[src/rtl/uart_matrix_tx_framer_pkg.sv]
// Shared frame constants and FSM encodings for the UART matrix TX framer and RX assembler.
package uart_matrix_tx_framer_pkg;

    localparam logic [7:0] HEADER_BYTE_DEF = 8'hA5;
    localparam int         BYTES_PER_ELEM  = 8;
    localparam int         WORD_W          = 32;

    typedef enum logic [3:0] {
        ST_IDLE   = 4'd0,
        ST_HDR    = 4'd1,
        ST_FETCH  = 4'd2,
        ST_LATCH  = 4'd3,
        ST_SEND   = 4'd4,
        ST_GAP    = 4'd5,
        ST_WAITTX = 4'd6,
        ST_CKSUM  = 4'd7,
        ST_DONE   = 4'd8
    } tx_state_t;

    // Which part of the frame the shared GAP/WAITTX path returns to.
    typedef enum logic [1:0] {
        PH_HDR   = 2'd0,
        PH_DATA  = 2'd1,
        PH_CKSUM = 2'd2
    } tx_phase_t;

    function automatic logic [7:0] cksum_update(input logic [7:0] acc, input logic [7:0] data);
        return acc ^ data;
    endfunction

endpackage

[src/rtl/uart_matrix_tx_framer.sv]
// Frames a NUM_ROWS x NUM_COLS complex float32 matrix from a word store into UART bytes:
// header, 8 payload bytes per element (re then im, MSB first), XOR checksum.
module uart_matrix_tx_framer
    import uart_matrix_tx_framer_pkg::*;
#(
    parameter int         NUM_ROWS    = 4,
    parameter int         NUM_COLS    = 2,
    parameter logic [7:0] HEADER_BYTE = HEADER_BYTE_DEF,
    parameter int         AW          = ((NUM_ROWS * NUM_COLS) > 1) ? $clog2(NUM_ROWS * NUM_COLS) : 1
) (
    input  logic              clk,
    input  logic              reset_n,
    input  logic              start,
    output logic [AW-1:0]     rd_addr,
    input  logic [WORD_W-1:0] rd_re,
    input  logic [WORD_W-1:0] rd_im,
    output logic              tx_start,
    output logic [7:0]        tx_data,
    input  logic              tx_busy,
    output logic              busy,
    output logic              done
);

    localparam int            NUM_ELEM      = NUM_ROWS * NUM_COLS;
    localparam logic [AW-1:0] LAST_ELEM     = AW'(NUM_ELEM - 1);
    localparam logic [AW-1:0] ADDR_ONE      = AW'(1);
    localparam logic [3:0]    ELEM_BYTES    = 4'(BYTES_PER_ELEM);

    tx_state_t     state_r, state_nxt_s;
    tx_phase_t     phase_r, phase_nxt_s;
    logic [AW-1:0] rd_addr_r, rd_addr_nxt_s;
    logic [AW-1:0] elem_cnt_r, elem_cnt_nxt_s;
    logic [3:0]    byte_cnt_r, byte_cnt_nxt_s;
    logic [63:0]   shift_r, shift_nxt_s;
    logic [7:0]    checksum_r, checksum_nxt_s;
    logic          tx_start_r, tx_start_nxt_s;
    logic [7:0]    tx_data_r, tx_data_nxt_s;
    logic          busy_r, busy_nxt_s;
    logic          done_r, done_nxt_s;

    // State and datapath registers with synchronous active-low reset.
    always_ff @(posedge clk) begin
        if (!reset_n) begin
            state_r    <= ST_IDLE;
            phase_r    <= PH_HDR;
            rd_addr_r  <= '0;
            elem_cnt_r <= '0;
            byte_cnt_r <= 4'd0;
            shift_r    <= 64'd0;
            checksum_r <= 8'h00;
            tx_start_r <= 1'b0;
            tx_data_r  <= 8'h00;
            busy_r     <= 1'b0;
            done_r     <= 1'b0;
        end else begin
            state_r    <= state_nxt_s;
            phase_r    <= phase_nxt_s;
            rd_addr_r  <= rd_addr_nxt_s;
            elem_cnt_r <= elem_cnt_nxt_s;
            byte_cnt_r <= byte_cnt_nxt_s;
            shift_r    <= shift_nxt_s;
            checksum_r <= checksum_nxt_s;
            tx_start_r <= tx_start_nxt_s;
            tx_data_r  <= tx_data_nxt_s;
            busy_r     <= busy_nxt_s;
            done_r     <= done_nxt_s;
        end
    end

    // Next-state and next-register values; tx_start/done are one-cycle pulses.
    always_comb begin
        state_nxt_s    = state_r;
        phase_nxt_s    = phase_r;
        rd_addr_nxt_s  = rd_addr_r;
        elem_cnt_nxt_s = elem_cnt_r;
        byte_cnt_nxt_s = byte_cnt_r;
        shift_nxt_s    = shift_r;
        checksum_nxt_s = checksum_r;
        tx_start_nxt_s = 1'b0;
        tx_data_nxt_s  = tx_data_r;
        busy_nxt_s     = busy_r;
        done_nxt_s     = 1'b0;

        case (state_r)
            ST_IDLE: begin
                if (start) begin
                    busy_nxt_s     = 1'b1;
                    rd_addr_nxt_s  = '0;
                    elem_cnt_nxt_s = '0;
                    byte_cnt_nxt_s = 4'd0;
                    checksum_nxt_s = 8'h00;
                    phase_nxt_s    = PH_HDR;
                    state_nxt_s    = ST_HDR;
                end else begin
                    state_nxt_s    = ST_IDLE;
                end
            end
            ST_HDR: begin
                if (!tx_busy) begin
                    tx_start_nxt_s = 1'b1;
                    tx_data_nxt_s  = HEADER_BYTE;
                    state_nxt_s    = ST_GAP;
                end else begin
                    state_nxt_s    = ST_HDR;
                end
            end
            ST_FETCH: begin
                state_nxt_s = ST_LATCH;
            end
            ST_LATCH: begin
                shift_nxt_s    = {rd_re, rd_im};
                byte_cnt_nxt_s = 4'd0;
                state_nxt_s    = ST_SEND;
            end
            ST_SEND: begin
                if (!tx_busy) begin
                    tx_data_nxt_s  = shift_r[63:56];
                    tx_start_nxt_s = 1'b1;
                    checksum_nxt_s = cksum_update(checksum_r, shift_r[63:56]);
                    shift_nxt_s    = {shift_r[55:0], 8'h00};
                    byte_cnt_nxt_s = byte_cnt_r + 4'd1;
                    state_nxt_s    = ST_GAP;
                end else begin
                    state_nxt_s    = ST_SEND;
                end
            end
            // The transmitter raises busy one cycle after tx_start, so busy is not trusted here.
            ST_GAP: begin
                state_nxt_s = ST_WAITTX;
            end
            ST_WAITTX: begin
                if (tx_busy) begin
                    state_nxt_s = ST_WAITTX;
                end else begin
                    case (phase_r)
                        PH_HDR: begin
                            phase_nxt_s = PH_DATA;
                            state_nxt_s = ST_FETCH;
                        end
                        PH_DATA: begin
                            if (byte_cnt_r < ELEM_BYTES) begin
                                state_nxt_s = ST_SEND;
                            end else if (elem_cnt_r < LAST_ELEM) begin
                                elem_cnt_nxt_s = elem_cnt_r + ADDR_ONE;
                                rd_addr_nxt_s  = rd_addr_r + ADDR_ONE;
                                state_nxt_s    = ST_FETCH;
                            end else begin
                                phase_nxt_s = PH_CKSUM;
                                state_nxt_s = ST_CKSUM;
                            end
                        end
                        PH_CKSUM: begin
                            done_nxt_s  = 1'b1;
                            busy_nxt_s  = 1'b0;
                            state_nxt_s = ST_DONE;
                        end
                        default: begin
                            state_nxt_s = ST_IDLE;
                        end
                    endcase
                end
            end
            ST_CKSUM: begin
                if (!tx_busy) begin
                    tx_start_nxt_s = 1'b1;
                    tx_data_nxt_s  = checksum_r;
                    state_nxt_s    = ST_GAP;
                end else begin
                    state_nxt_s    = ST_CKSUM;
                end
            end
            ST_DONE: begin
                state_nxt_s = ST_IDLE;
            end
            default: begin
                state_nxt_s = ST_IDLE;
            end
        endcase
    end

    assign rd_addr  = rd_addr_r;
    assign tx_start = tx_start_r;
    assign tx_data  = tx_data_r;
    assign busy     = busy_r;
    assign done     = done_r;

endmodule

[config.mk]
export PLATFORM = sky130hd
export DESIGN_NAME = uart_matrix_tx_framer
export DESIGN_NICKNAME = d
export VERILOG_FILES = /design/src/rtl/uart_matrix_tx_framer_pkg.sv /design/src/rtl/uart_matrix_tx_framer.sv
export SDC_FILE = /design/constraint.sdc
export NUM_CORES = 1
export LEC_CHECK = 0
export CAP_MARGIN = 40
export CORE_MARGIN = 2
export CORE_UTILIZATION = 30
export DETAILED_ROUTE_END_ITERATION = 16
export GPL_TIMING_DRIVEN = 0
export PLACE_DENSITY_LB_ADDON = 0.3
export REMOVE_ABC_BUFFERS = 1
export SLEW_MARGIN = 20
export SYNTH_ARGS = -nofsm -noshare
export SYNTH_HDL_FRONTEND = slang
export SYNTH_SLANG_ARGS = --single-unit
[constraint.sdc]
create_clock -name clk -period 1.7 [get_ports clk]
set_input_delay 0.34 -clock clk [delete_from_list [all_inputs] [get_ports clk]]
set_output_delay 0.34 -clock clk [all_outputs]
set_load 0.02 [all_outputs]
### Yosys cells after proc, flatten, opt, wreduce, memory -nomap -nowiden

Cells that the tools add are included.

* reductions and logical operators: 17
* shift-type cells: 0
* add/sub/neg operators: 3
* $mul: 0
* equality and inequality tests: 21
* multiplexer cells: 44
* divide/modulo/power cells: 0
* bitwise gates (word level): 3
* magnitude comparators: 2

Operators with widths (count)
* 64-bit case mux with 2 select lines: 1
* 64-bit 2-to-1 mux: 1
* 8-bit 2-to-1 mux: 5
* 3-bit 2-to-1 mux: 12
* 4-bit case mux with 8 select lines: 1
* 4-bit case mux with 3 select lines: 2
* 8-bit case mux with 3 select lines: 1
* 4-bit by 3-bit == test with 1-bit output (second input constant): 4
* 2-bit != test (second input constant): 8
* 8-bit case mux with 2 select lines: 1
* 4-bit 2-to-1 mux: 3
* 3-bit case mux with 2 select lines: 2
* 6-bit AND reduction: 2
* 2-bit 2-to-1 mux: 5
* 4-bit by 2-bit == test with 1-bit output (second input constant): 2
* 2-bit case mux with 2 select lines: 2
* 4-bit AND reduction: 2
* 8-bit XOR: 1
* 1-bit 2-to-1 mux: 7
* 3-bit by 1-bit adder with 3-bit output (second input constant): 2
* 3-bit != test (second input constant): 2
* 3-bit AND reduction: 2
* 2-bit nonzero test: 3
* 3-bit nonzero test: 2
* other kinds (14): 17

* ROM bits: 0
* word-level logic and storage cells: 101
* bits in latches: 0
* input port bits: 68
* RAM bits: 0
* memories kept: 0
* register bits after elaboration: 99
* output and inout bits: 14

### Depth between registers and ports, before layout

Gate-level depths: netlist (run 1).

* depth in word-level cells: 6
* gate-level depth with buffers: 7

### Worst setup path after synthesis (run 1)

Ideal clock, no wire load.

* path type: register -> register
* start: reg state_r[2]
* end: reg elem_cnt_r[2]
* library setup time: 0.071 ns
* required time: 1.629 ns
* stages on the path, launching flop included: 6
* path slack: -0.085 ns
* period minus slack after synthesis: 1.785 ns
* arrival: 1.714 ns
* cell sequence: dfxtp_1 buf_6 or3b_1 a211o_1 or4_1 a21oi_1

* longest elaborated chain between the ends: 3

Ends and longest elaborated chain
* start: declaration: line uart_matrix_tx_framer.sv:29 `tx_state_t state_r, state_nxt_s;`
* start signal: assignment: line uart_matrix_tx_framer.sv:56 `state_r <= state_nxt_s;`
* 4-bit by 3-bit == test with 1-bit output / 4-bit zero test (equally long branches): line uart_matrix_tx_framer.sv:84 `case (state_r)`
* 2-bit != test (no source line) / 2-bit nonzero test (equally long branches)
* 6-bit AND reduction (no source line)
* end signal: assignment: line uart_matrix_tx_framer.sv:59 `elem_cnt_r <= elem_cnt_nxt_s;`
* end: declaration: line uart_matrix_tx_framer.sv:32 `logic [AW-1:0] elem_cnt_r, elem_cnt_nxt_s;`

Parallel ways exist; a longest one is shown, timed or not.
A chain may end at the register's enable or synchronous reset.

### Final worst setup path (run 1)

* start: reg state_r[1]
* end: reg shift_r[28]

* longest elaborated chain between the ends: 3

Ends and longest elaborated chain
* 4-bit by 3-bit == test with 1-bit output / 4-bit by 2-bit == test with 1-bit output (equally long branches): line uart_matrix_tx_framer.sv:84
* 2-bit != test (no source line) / 2-bit nonzero test (equally long branches)
* 2-bit AND reduction (no source line)
* end signal: assignment: line uart_matrix_tx_framer.sv:61 `shift_r <= shift_nxt_s;`
* end: declaration: line uart_matrix_tx_framer.sv:34 `logic [63:0] shift_r, shift_nxt_s;`

Parallel ways exist; a longest one is shown, timed or not.

==> results.json, run 1 <==
{
  "outcome": "finished with violations",
  "violations": "negative setup slack",
  "buffer_ports.inserted": 81,
  "end_kind": "flop",
  "grt_max_degree": 71,
  "first_iter_violations": 273,
  "timing.fmax_ghz": 0.530,
  "clk_root_buffer_cell": "sky130_fd_sc_hd__clkbuf_16",
  "synthesis.area_um2": 4470,
  "dp.cells": 770,
  "finish.cell_count_without_fillers": 821,
  "r2r-start": "state_r[1]",
  "wl_per_cell_um": 15.3,
  "synth-warning-count": 0,
  "vias_per_instance": 5.18,
  "rr_endpoint": "shift_r[28]",
  "cts.path.max_buffers": 2,
  "timing.max_cap.violations": 0,
  "numClockSinks": 99,
  "use_met1_pct": 19.5,
  "row_count": 44,
  "worst_slew_margin_rel_pct": 58.1,
  "ys_types": 58,
  "timing_worst_slew_pin_value_ns": 0.627,
  "die-height_um": 126,
  "report.final.setup_viol": 58,
  "grt_overflow": 0,
  "met2_usage_pct": 24.2,
  "timing_hold_violations_final": 0,
  "required_ns": 1.96,
  "io_pins": 82,
  "leakagePower_nw": 2.33,
  "worst-endpoint-arrival_ns": 2.15,
  "grtUsageTotal_pct": 15.0,
  "num_vias": 4251,
  "worstRegToRegCells": 6,
  "grt_antenna_before_repair": 0,
  "htree_num_levels": 3,
  "final.setup.worst_slack_ns": -0.187,
  "rsz0062_at_grt": "yes",
  "regToRegSetupSlack_ns": -0.19,
  "insertion_delay_ns": 0.35,
  "dieWidth_um": 126,
  "antenna_cells": 0,
  "tritoncts": "yes",
  "most-common-layout-cells": "129 x sky130_fd_sc_hd__nand2_1, 95 x sky130_fd_sc_hd__dfxtp_1, 76 x sky130_fd_sc_hd__clkdlybuf4s50_1",
  "number_of_optimization_iterations_in_the_first_detailed_route_pass": 5,
  "route.detailed.drc": 0,
  "synth_seq_cells": 99,
  "initial_utilization_pct": 30.8,
  "postSynthAreaPerCell_um2": 8.26,
  "post_route_cells_drive_above_1_share_pct": 17.0,
  "power.ir.vdd_worst_mv": 0.504,
  "post_syn_instances": 541,
  "final-max-slew-violation-count": 0,
  "worstPathMaxFanout": 7,
  "layout_worst_path_cycle_share_pct": 111,
  "global_route_wire_length_before_repair_um": 19500,
  "core-area_um2": 14500,
  "first_global_vias": 3895,
  "synth_top_flop_cell": "sky130_fd_sc_hd__dfxtp_1",
  "wirelength_um": 12600,
  "drtAntennaViolNets": 0,
  "synth_edf_count": 0,
  "worstSetupEndpoint": "shift_r[28]",
  "globalRouteMet3Util_pct": 4.67,
  "design.final.nets": 703,
  "routabilityCongestion": 0.793,
  "power.density_nw_per_um2": 1050,
  "final_period_minus_worst_setup_slack_ns": 1.89,
  "synth-seq-area-share_pct": 44.3,
  "crit_type": "reg2reg",
  "worstSetupStartpointType": "flop",
  "final_common_cell": "sky130_fd_sc_hd__nand2_1",
  "place.detailed.hpwl_um": 7170,
  "clkTransAtPathRegs_ns": 0.07,
  "dieArea_um2": 15900,
  "critPathLaunch": "state_r[1]",
  "dpl-instance-area_um2": 5480,
  "cts_inserted_buffers": 9,
  "ys_async_sr_fraction_pct": 0,
  "worstHoldPathType": "reg2reg",
  "finalClockSkew_ns": 0.00400,
  "min_path_cells": 2,
  "busiest_layer": "met2",
  "area_growth_syn_to_layout_pct": 43.8,
  "final_area_um2": 6430
}
==> kinds of logic (layout without fill, tap and decap cells) <==
family	after synthesis	after routing	share of synthesized area, %
AND/OR/NAND/NOR	254	256	24.5
XOR/XNOR	9	9	1.76
AO/OA/AOI/OAI	118	118	21.8
flip-flops	99	99	44.3
adder cells (fa/ha/maj)	3	3	0.840
multiplexers	5	5	1.12
buffers and inverters	53	147	5.60
==> per-stage QoR <==
stage               worst slack [ns]  util (%)  hold WS (ns)  total power [mW]  TNS (ns)
finish                        -0.187      44.2         0.464              6.75     -7.03
global placement               -3.96      36.4         0.445              4.06   -243.66
floorplan                      -2.05         -         0.452              3.60   -120.79
detailed placement             -1.10      37.7         0.456              4.16    -76.69
global route                  -0.223      44.2         0.487              7.08    -10.95
CTS                           -0.145      43.3         0.470              6.74     -7.16
==> flip-flops by register name (all words and copies together), names as in the netlist <==
name        cells
busy            1
byte_cnt_r      4
checksum_r      8
done            1
elem_cnt_r      3
phase_r         2
rd_addr         3
shift_r        64
state_r         4
tx_data         8
tx_start        1
==> cell type report <==
| type | count | area, um^2 |
|---|---|---|
| Fill cell | 1442 | 8110 |
| Clock buffer | 11 | 253 |
| Inverter | 7 | 33.8 |
| Multi-Input combinational cell | 391 | 2440 |
| Tap cell | 184 | 230 |
| Clock inverter | 5 | 60.1 |
| Timing Repair Buffer | 124 | 1410 |
| Sequential cell | 99 | 2000 |
==> critical path: stages (launching register included) <==
cell,delay [ns]
sky130_fd_sc_hd__dfxtp_4,0.37
sky130_fd_sc_hd__or4b_4,0.56
sky130_fd_sc_hd__a21oi_4,0.22
sky130_fd_sc_hd__clkbuf_16,0.22
sky130_fd_sc_hd__clkbuf_16,0.16
sky130_fd_sc_hd__nor2_1,0.04
sky130_fd_sc_hd__a311oi_1,0.22
==> worst min path at each step <==
stage,from,slack [ns],end
6_report,tx_data[3],0.46,tx_data[3]
4_1_cts,tx_data[4],0.47,tx_data[4]
3_5_place_dp,tx_data[7],0.46,tx_data[7]
3_3_place_gp,tx_data[3],0.44,tx_data[3]
2_1_floorplan,byte_cnt_r[1],0.45,byte_cnt_r[1]
5_1_grt,tx_data[6],0.49,tx_data[6]
==> repair_timing <==
item,4_1_cts,5_1_grt
buffers inserted,26,4
setup endpoints to repair,96,79
hold buffers,0,0
gates cloned,6,3
pin swaps,19,27
resized for setup,38,32
==> synthesized netlist by cell type, types with 2 or more instances <==
cell type | count | area share (%)
sky130_fd_sc_hd__o22ai_1 | 4 | 0.56
sky130_fd_sc_hd__o221a_2 | 4 | 1.0
sky130_fd_sc_hd__nand2_1 | 130 | 11
sky130_fd_sc_hd__buf_2 | 14 | 1.6
sky130_fd_sc_hd__inv_1 | 6 | 0.50
sky130_fd_sc_hd__a22oi_1 | 8 | 1.3
sky130_fd_sc_hd__buf_1 | 3 | 0.25
sky130_fd_sc_hd__nor3_1 | 3 | 0.34
sky130_fd_sc_hd__nand3_1 | 9 | 1.0
sky130_fd_sc_hd__nor4b_1 | 2 | 0.39
sky130_fd_sc_hd__dfxtp_1 | 99 | 44
sky130_fd_sc_hd__nor2b_1 | 5 | 0.70
sky130_fd_sc_hd__a22o_1 | 4 | 0.78
sky130_fd_sc_hd__o21ai_0 | 4 | 0.45
sky130_fd_sc_hd__o21a_1 | 2 | 0.34
sky130_fd_sc_hd__o211ai_1 | 9 | 1.5
sky130_fd_sc_hd__buf_6 | 4 | 1.0
sky130_fd_sc_hd__a21oi_1 | 8 | 0.90
sky130_fd_sc_hd__xor2_1 | 8 | 1.6
sky130_fd_sc_hd__a311oi_1 | 56 | 11
sky130_fd_sc_hd__a31oi_1 | 2 | 0.28
sky130_fd_sc_hd__nor2_1 | 80 | 6.7
sky130_fd_sc_hd__clkbuf_1 | 24 | 2.0
sky130_fd_sc_hd__o31ai_1 | 3 | 0.50
sky130_fd_sc_hd__ha_1 | 3 | 0.84
sky130_fd_sc_hd__o22a_1 | 3 | 0.59
sky130_fd_sc_hd__or4_1 | 2 | 0.34
sky130_fd_sc_hd__nand2b_1 | 6 | 0.84
sky130_fd_sc_hd__mux2i_1 | 5 | 1.1
sky130_fd_sc_hd__and2_1 | 2 | 0.28
sky130_fd_sc_hd__nand3b_1 | 2 | 0.34
==> report_power, final <==
part / internal, mW / switching, mW
logic: 0.963 / 0.909
clock network: 1.23 / 0.909
registers: 2.57 / 0.172
==> routing by layer <==
layer	part of all wire, %	up-vias
met5	0	-
met4	1.5	0
met3	4.9	14
met2	47	112
met1	47	2019
li1	-	2106
No activity file was read; power rests on OpenSTA's default activity.
==> inputs of run 2 (changes only) <==
--- a/config.mk
+++ b/config.mk
@@ -6,6 +6,7 @@
 export NUM_CORES = 1
 export LEC_CHECK = 0
 export CAP_MARGIN = 40
+export CORE_ASPECT_RATIO = 0.75
 export CORE_MARGIN = 2
 export CORE_UTILIZATION = 30
 export DETAILED_ROUTE_END_ITERATION = 16
==> run 2 against run 1 <==
Effect of this change: the run still ends with negative setup slack left; power increased by 3.7%; first-iteration DRC count increased by 5.5%; final area increased by 6.7%; via count increased by 5.1%; clock-buffer cell count increased by 2; critical path type unchanged; critical endpoint is now shift_r[46]; highest routed layer unchanged.
==> results.json, run 2 (synthesized netlist as in run 1, its figures left out) <==
{
  "outcome": "finished with violations",
  "violations": "negative setup slack",
  "worstSetupStartpointType": "flop",
  "crit_path_top_delay_cell": "sky130_fd_sc_hd__or4b_4",
  "timing_hold_violations_final": 0,
  "holdBufCountCts": 0,
  "timing_worst_slew_pin_value_ns": 0.740,
  "largest_register_ff_count": 64,
  "worst-endpoint-arrival_ns": 2.18,
  "initial_utilization_pct": 30.8,
  "row_count": 38,
  "worst_slew_margin_rel_pct": 50.4,
  "dieWidth_um": 145,
  "report.final.setup_viol": 70,
  "final_period_minus_worst_setup_slack_ns": 1.93,
  "fin_setup_tns_ns": -9.76,
  "global_route_wire_length_before_repair_um": 22400,
  "timing.max_cap.violations": 0,
  "insertion_delay_ns": 0.34,
  "power.ir.vdd_worst_mv": 0.590,
  "final_common_cell": "sky130_fd_sc_hd__nand2_1",
  "worstPathMaxFanout": 8,
  "clk_root_buffer_cell": "sky130_fd_sc_hd__clkbuf_16",
  "vias_per_instance": 5.21,
  "dpl-instance-area_um2": 5510,
  "final_area_um2": 6860,
  "wl_per_cell_um": 16.0,
  "final.setup.worst_slack_ns": -0.227,
  "dieArea_um2": 15900,
  "area_growth_syn_to_layout_pct": 53.5,
  "dp.cells": 785,
  "route.detailed.drc": 0,
  "first_iter_violations": 288,
  "tritoncts": "yes",
  "final-max-slew-violation-count": 0,
  "number_of_optimization_iterations_in_the_first_detailed_route_pass": 5,
  "grt_overflow": 0,
  "finish.cell_count_without_fillers": 857,
  "num_vias": 4469,
  "critical-path-max-stage-delay_ns": 0.57,
  "path_buf_inv": 3,
  "rsz0062_at_grt": "yes",
  "design.final.nets": 724,
  "drtAntennaViolNets": 0,
  "largest_register": "shift_r",
  "htree_num_levels": 3,
  "core-area_um2": 14500,
  "fillers": 1337,
  "worstHoldPathType": "reg2reg",
  "grtUsageTotal_pct": 17.5,
  "required_ns": 1.95,
  "crit_chain": "or4b_4 -> a21oi_4 -> clkbuf_16 -> buf_12 -> buf_16 -> nor2_2 -> a311oi_1",
  "place.detailed.hpwl_um": 7300,
  "leakagePower_nw": 2.54,
  "finalClockSkew_ns": 0.00440,
  "end_kind": "flop",
  "cts_inserted_buffers": 9,
  "buffer_ports.inserted": 81,
  "cts.path.max_buffers": 2,
  "holdWs_ns": 0.458,
  "io_pins": 82,
  "layout_worst_path_cycle_share_pct": 113,
  "die-height_um": 110,
  "layout_utilization_pct": 47.3,
  "first_global_vias": 4315,
  "clkTransAtPathRegs_ns": 0.06,
  "crit_type": "reg2reg",
  "numClockSinks": 99,
  "most-common-layout-cells": "127 x sky130_fd_sc_hd__nand2_1, 95 x sky130_fd_sc_hd__dfxtp_1, 75 x sky130_fd_sc_hd__clkdlybuf4s50_1",
  "routabilityCongestion": 0.763,
  "antenna_cells": 0,
  "fin_total_pwr_mw": 7.00,
  "power.density_nw_per_um2": 1020,
  "placement.setup.worst_slack_ns": -1.29,
  "wirelength_um": 13700,
  "worst_path_dominant_cell_family": "simple AND/OR/NAND/NOR gates",
  "grt_antenna_before_repair": 0,
  "grt_max_degree": 71,
  "post_route_cells_drive_above_1_share_pct": 24.8,
  "timing.fmax_ghz": 0.519
}
==> run 2: cell count changes in the layout (fill, tap and decap cells not counted), sizes merged <==
cell,change
a21oi,+1
buf,+22
clkdlybuf4s50,-1
clkinv,-1
clkinvlp,-1
dlymetal6s2s,+1
inv,-1
==> run 2: where the power goes <==
group          switching [mW]  internal, mW
registers               0.182          2.57
logic                    1.03          1.16
clock network           0.843          1.21
total                    2.06          4.94
==> run 2: cell type report <==
| cell class | count | area [um^2] | area share (%) |
|---|---|---|---|
| inverters | 7 | 31.3 | 0.456 |
| clock buffers | 13 | 260 | 3.79 |
| clock inverters | 2 | 35.0 | 0.511 |
| repair buffers | 144 | 1690 | 24.6 |
| flip-flops and latches | 99 | 1990 | 29.1 |
| well taps | 200 | 250 | 3.65 |
| multi-input cells | 392 | 2600 | 37.9 |
==> run 2: layer usage <==
metal / part of all wire [%] / GRT usage (%) / routed length, um / up-vias
met1: 45 / 22.8 / 6240 / 2144
met3: 7.4 / 5.64 / 1020 / 11
met4: 0.77 / 3.54 / 106 / 0
met2: 46 / 28.8 / 6370 / 151
met5: 0 / 0 / 0 / -
li1: - / - / - / 2163
==> run 2: final timing paths <==
kind / start / end / slack, ns / depth (start not counted)
worst max-delay path: state_r[1] / shift_r[46] / -0.23 / 7
worst min-delay path: tx_data[6] / tx_data[6] / 0.46 / 2
worst max register to register: state_r[1] / shift_r[46] / -0.23 / 7
worst min register to register: tx_data[6] / tx_data[6] / 0.46 / 2
==> run 2: tightest hold or removal path: cells and delay by family, from the launching register on <==
| kind | cells | cell delay (ns) |
|---|---|---|
| flip-flops | 1 | 0.31 |
| multiplexers | 1 | 0.05 |
| AND/OR/NAND/NOR | 1 | 0.05 |
==> run 2: timing repair <==
action                     in CTS  in global routing
pin swaps                      62                 22
gates cloned                   13                  0
setup buffers                  44                  6
setup endpoints to repair      93                 86
resized for setup              84                 45
==> RTL edit 1 (flow settings as in run 2) <==
Reset style: asynchronous (`reset_n`), changed in one clocked block. Comments in the files are not updated.
--- a/src/rtl/uart_matrix_tx_framer.sv
+++ b/src/rtl/uart_matrix_tx_framer.sv
@@ -40,5 +40,5 @@
 
     // State and datapath registers with synchronous active-low reset.
-    always_ff @(posedge clk) begin
+    always_ff @(posedge clk or negedge reset_n) begin
         if (!reset_n) begin
             state_r    <= ST_IDLE;
Check against the original RTL: differs if reset_n is asserted again (counterexample within 4 cycles, from zero or initial values and one cycle with reset_n low); with reset_n held inactive, the same outputs for 10 cycles.
==> RTL edit 1 against run 2 <==
  * The run still ends with setup timing left
  * Final area grew 2.5%
  * Sequential cell count did not move
  * Synthesized area rose by 4.1%
  * Sequential share of layout area grew 6.3 points
  * Clock skew grew 0.0052 ns
  * Global-route usage decreased by 1.6 points
  * Wire length shrank 4.8%
  * Worst setup slack improved by 0.10 ns
  * Via count down 14%
  * Final cell count decreased by 9.5%
  * Fmax is 5.7% higher
  * Hold slack gained 0.022 ns
  * Highest routed layer unchanged
Power is not compared: it rests on default switching activity, and its combinational part moved more than twofold at a synthesized area within 25%.
==> RTL edit 1: results (changes against run 2) <==
[route]
drtPass1Iterations=4  ; -1
routed_wl_microns=13100  ; -4.8%
drt-met1-wl_microns=6080  ; -2.5%
met3_length_microns=855  ; -16%

[synth]
ys_top_cells_by_count=dfrtp_1, o21ai_0, nand2_1
synth_xor_xnor_area_share=0.0169  ; -0.000702
syn_avg_cell_area_sq_um=10.6  ; +29%
synth_fa_ha_area_frac=0.00806  ; -0.000334
ys_async_sr_fraction=1.00  ; +1.00
synth.area.top_cells=dfrtp_1, mux2i_1, o21ai_0
yosysUniqueCellTypes=45  ; -22%

[global_route]
grt_use_met1=0.221  ; -0.00680

[finish]
buf_share=0.234  ; -0.0126
nFillCells=1411  ; +5.5%
finish.utilization=0.462  ; -0.0112
multi_input_cells=304  ; -22%
nClkBuffers=12  ; -1
clk_share=0.0434  ; +0.000374
final_net_count=637  ; -12%

[sta]
clock_skew_ns=0.00964  ; +0.00524 ns
fin_setup_tns_ns=-4.38  ; +5.39 ns
setup_slack_ns=-0.123  ; +0.104 ns
relSlewSlack=0.639  ; +0.134
finalSetupViolCount=71  ; +1.4%

[worst_setup_path]
arrival_ns=2.05  ; -0.13 ns
r2r_cells=6  ; -1

[place]
placedCellCount=703  ; -10%
placedInstanceArea_sq_um=5740  ; +4.2%

[status]
failed_checks=setup timing
status=finished with violations

[floorplan]
row_count=39  ; +2.6%

==> RTL edit 1: path summary, 6_finish.rpt <==
check	from	slack [ns]	endpoint
max	state_r[0]	-0.12	shift_r[46]
min	shift_r[30]	0.48	shift_r[30]
max reg2reg	state_r[0]	-0.12	shift_r[46]
min reg2reg	shift_r[30]	0.48	shift_r[30]
max in group asynchronous	reset_n	0.55	state_r[3]
min in group asynchronous	reset_n	0.49	shift_r[18]
==> RTL edit 1: timing repair <==
action | 4_1_cts | 5_1_grt
gates resized for setup | 82 | 65
endpoints found under the hold margin | 42 | 0
buffers inserted | 42 | 3
setup endpoints to repair | 96 | 99
pin swaps | 25 | 20
hold buffers | 1 | 0
gates cloned | 11 | 5
==> RTL edit 1: report_power, final <==
| group | leakage, nW | total [mW] | internal (mW) | switching (mW) |
|---|---|---|---|---|
| Combinational | 1.68 | 6.86 | 3.67 | 3.19 |
| Sequential | 1.25 | 4.01 | 3.36 | 0.649 |
| Clock | 0.153 | 2.13 | 1.22 | 0.909 |
==> RTL edit 2 (config.mk and constraints of run 2) <==
Without the edit above. The parameter `NUM_ROWS` goes from 4 to 16.
--- a/src/rtl/uart_matrix_tx_framer.sv
+++ b/src/rtl/uart_matrix_tx_framer.sv
@@ -4,5 +4,5 @@
     import uart_matrix_tx_framer_pkg::*;
 #(
-    parameter int         NUM_ROWS    = 4,
+    parameter int         NUM_ROWS    = 16,
     parameter int         NUM_COLS    = 2,
     parameter logic [7:0] HEADER_BYTE = HEADER_BYTE_DEF,
Interface: changed (resized rd_addr); port bits go from 82 to 84. The function was not compared with the original's and may differ.
==> RTL edit 2 against run 2 <==
  * The flow still finishes with violations (setup timing)
  * Wire length grew 12%
  * Final area grew 1.3%
  * Final cell count is 4.1% higher
  * Sequential cell count rose by 4
  * Synthesized area grew 5.9%
  * Worst setup slack better by 0.16 ns
  * Die area rose by 5.7%
  * Global-route usage barely moved
  * Count of clock-buffer cells in the layout shrank 2
  * Critical path type unchanged
  * Largest cell class unchanged
Power is not compared: it rests on default switching activity, and its combinational part moved more than twofold at a synthesized area within 25%.
==> RTL edit 2: results (changes against run 2) <==
[worst_hold_path]
hold_start=busy
hold_path_end=busy

[status]
status=finished with violations
failed_checks=setup timing

[sta]
holdWs_ns=0.474  ; +0.0156 ns
clock_skew_ns=0.00793  ; +0.00353 ns
fin_setup_tns_ns=-1.31  ; +8.46 ns
finalSetupViolCount=37  ; -47%
setup_slack_ns=-0.0650  ; +0.162 ns
worst_pin_slew_ns=0.667  ; -0.0723 ns

[finish]
multi_input_area_share=0.385  ; +0.00582
clk_share=0.0466  ; +0.00357
final_net_count=753  ; +4.0%
multi_input_cells=409  ; +4.3%
seq_area_frac=0.299  ; +0.00806
area.growth.synth_to_final_pct=46.9
buf_share=0.223  ; -0.0234
finalNonFillerCells=892  ; +4.1%

[place]
hpwlAfterDp_microns=7840  ; +7.5%
placedInstanceArea_sq_um=5710  ; +3.6%
dpl_worst_slack_ns=-1.07  ; +0.217 ns

[worst_setup_path]
cp_slowest_cell=dfxtp_4
cp_max_fo=9  ; +1
startpoint=state_r[0]
critPathTopFamily=buffers and inverters

[synth]
syn_area_sq_um=4730  ; +5.9%
ys_seq_elements=103  ; +4.0%
yosysUniqueCellTypes=53  ; -8.6%
ys_top_cells_by_count=nand2_1, dfxtp_1, nor2_1
yosysSeqAreaShare=0.436  ; -0.00770

[route]
wl_per_cell_microns=17.3  ; +7.7%

[global_route]
track_usage=0.175  ; about the same
grt_pass1_vias=4439  ; +2.9%

==> RTL edit 2: cell count changes in the layout (fill, tap and decap cells not counted), sizes merged, moves of 8 or more <==
cell / run 2 / this run
o211ai: 9 / 20
a22oi: 8 / 16
nand2: 130 / 120
a211oi: 0 / 11
a21oi: 10 / 21
==> RTL edit 2: layer usage <==
metal	part of all wire	track usage	up-vias	routed length, microns
met1	0.47	0.238	2270	7240
met4	0.0084	0.0451	0	129
met2	0.46	0.283	154	7090
met5	0	0	-	0
met3	0.061	0.0383	11	943
li1	-	-	2297	-
==> RTL edit 2: repair_timing <==
action                                 in CTS  in global routing
gates cloned                                9                  7
pin swaps                                  16                 39
setup endpoints to repair                 106                 95
gates resized for setup                    40                 39
endpoints found under the hold margin       0                  0
setup buffers                              32                 16
==> RTL edit 2: power by group through the flow <==
| stage | Clock (mW) | Combinational [mW] | Sequential [mW] |
|---|---|---|---|
| 6_report | 2.25 | 1.09 | 2.59 |
| 5_1_grt | 2.41 | 1.18 | 2.60 |
| 4_1_cts | 2.30 | 0.971 | 2.59 |
| 3_5_place_dp | 0 | 0.792 | 2.65 |
| 3_3_place_gp | 0 | 0.751 | 2.64 |
| 2_1_floorplan | 0 | 0.393 | 2.66 |
==> RTL edit 2: logic make-up (layout without fill, tap and decap cells) <==
| group | after synthesis | after routing | share of synthesized area |
|---|---|---|---|
| buffers and inverters | 67 | 175 | 0.0656 |
| adders and majority gates | 3 | 3 | 0.00793 |
| muxes | 7 | 7 | 0.0148 |
| and+or+nand+nor | 232 | 235 | 0.212 |
| xor gates and xnor gates | 9 | 9 | 0.0167 |
| DFF | 103 | 103 | 0.436 |
| AOI/OAI and AO/OA | 153 | 155 | 0.247 |
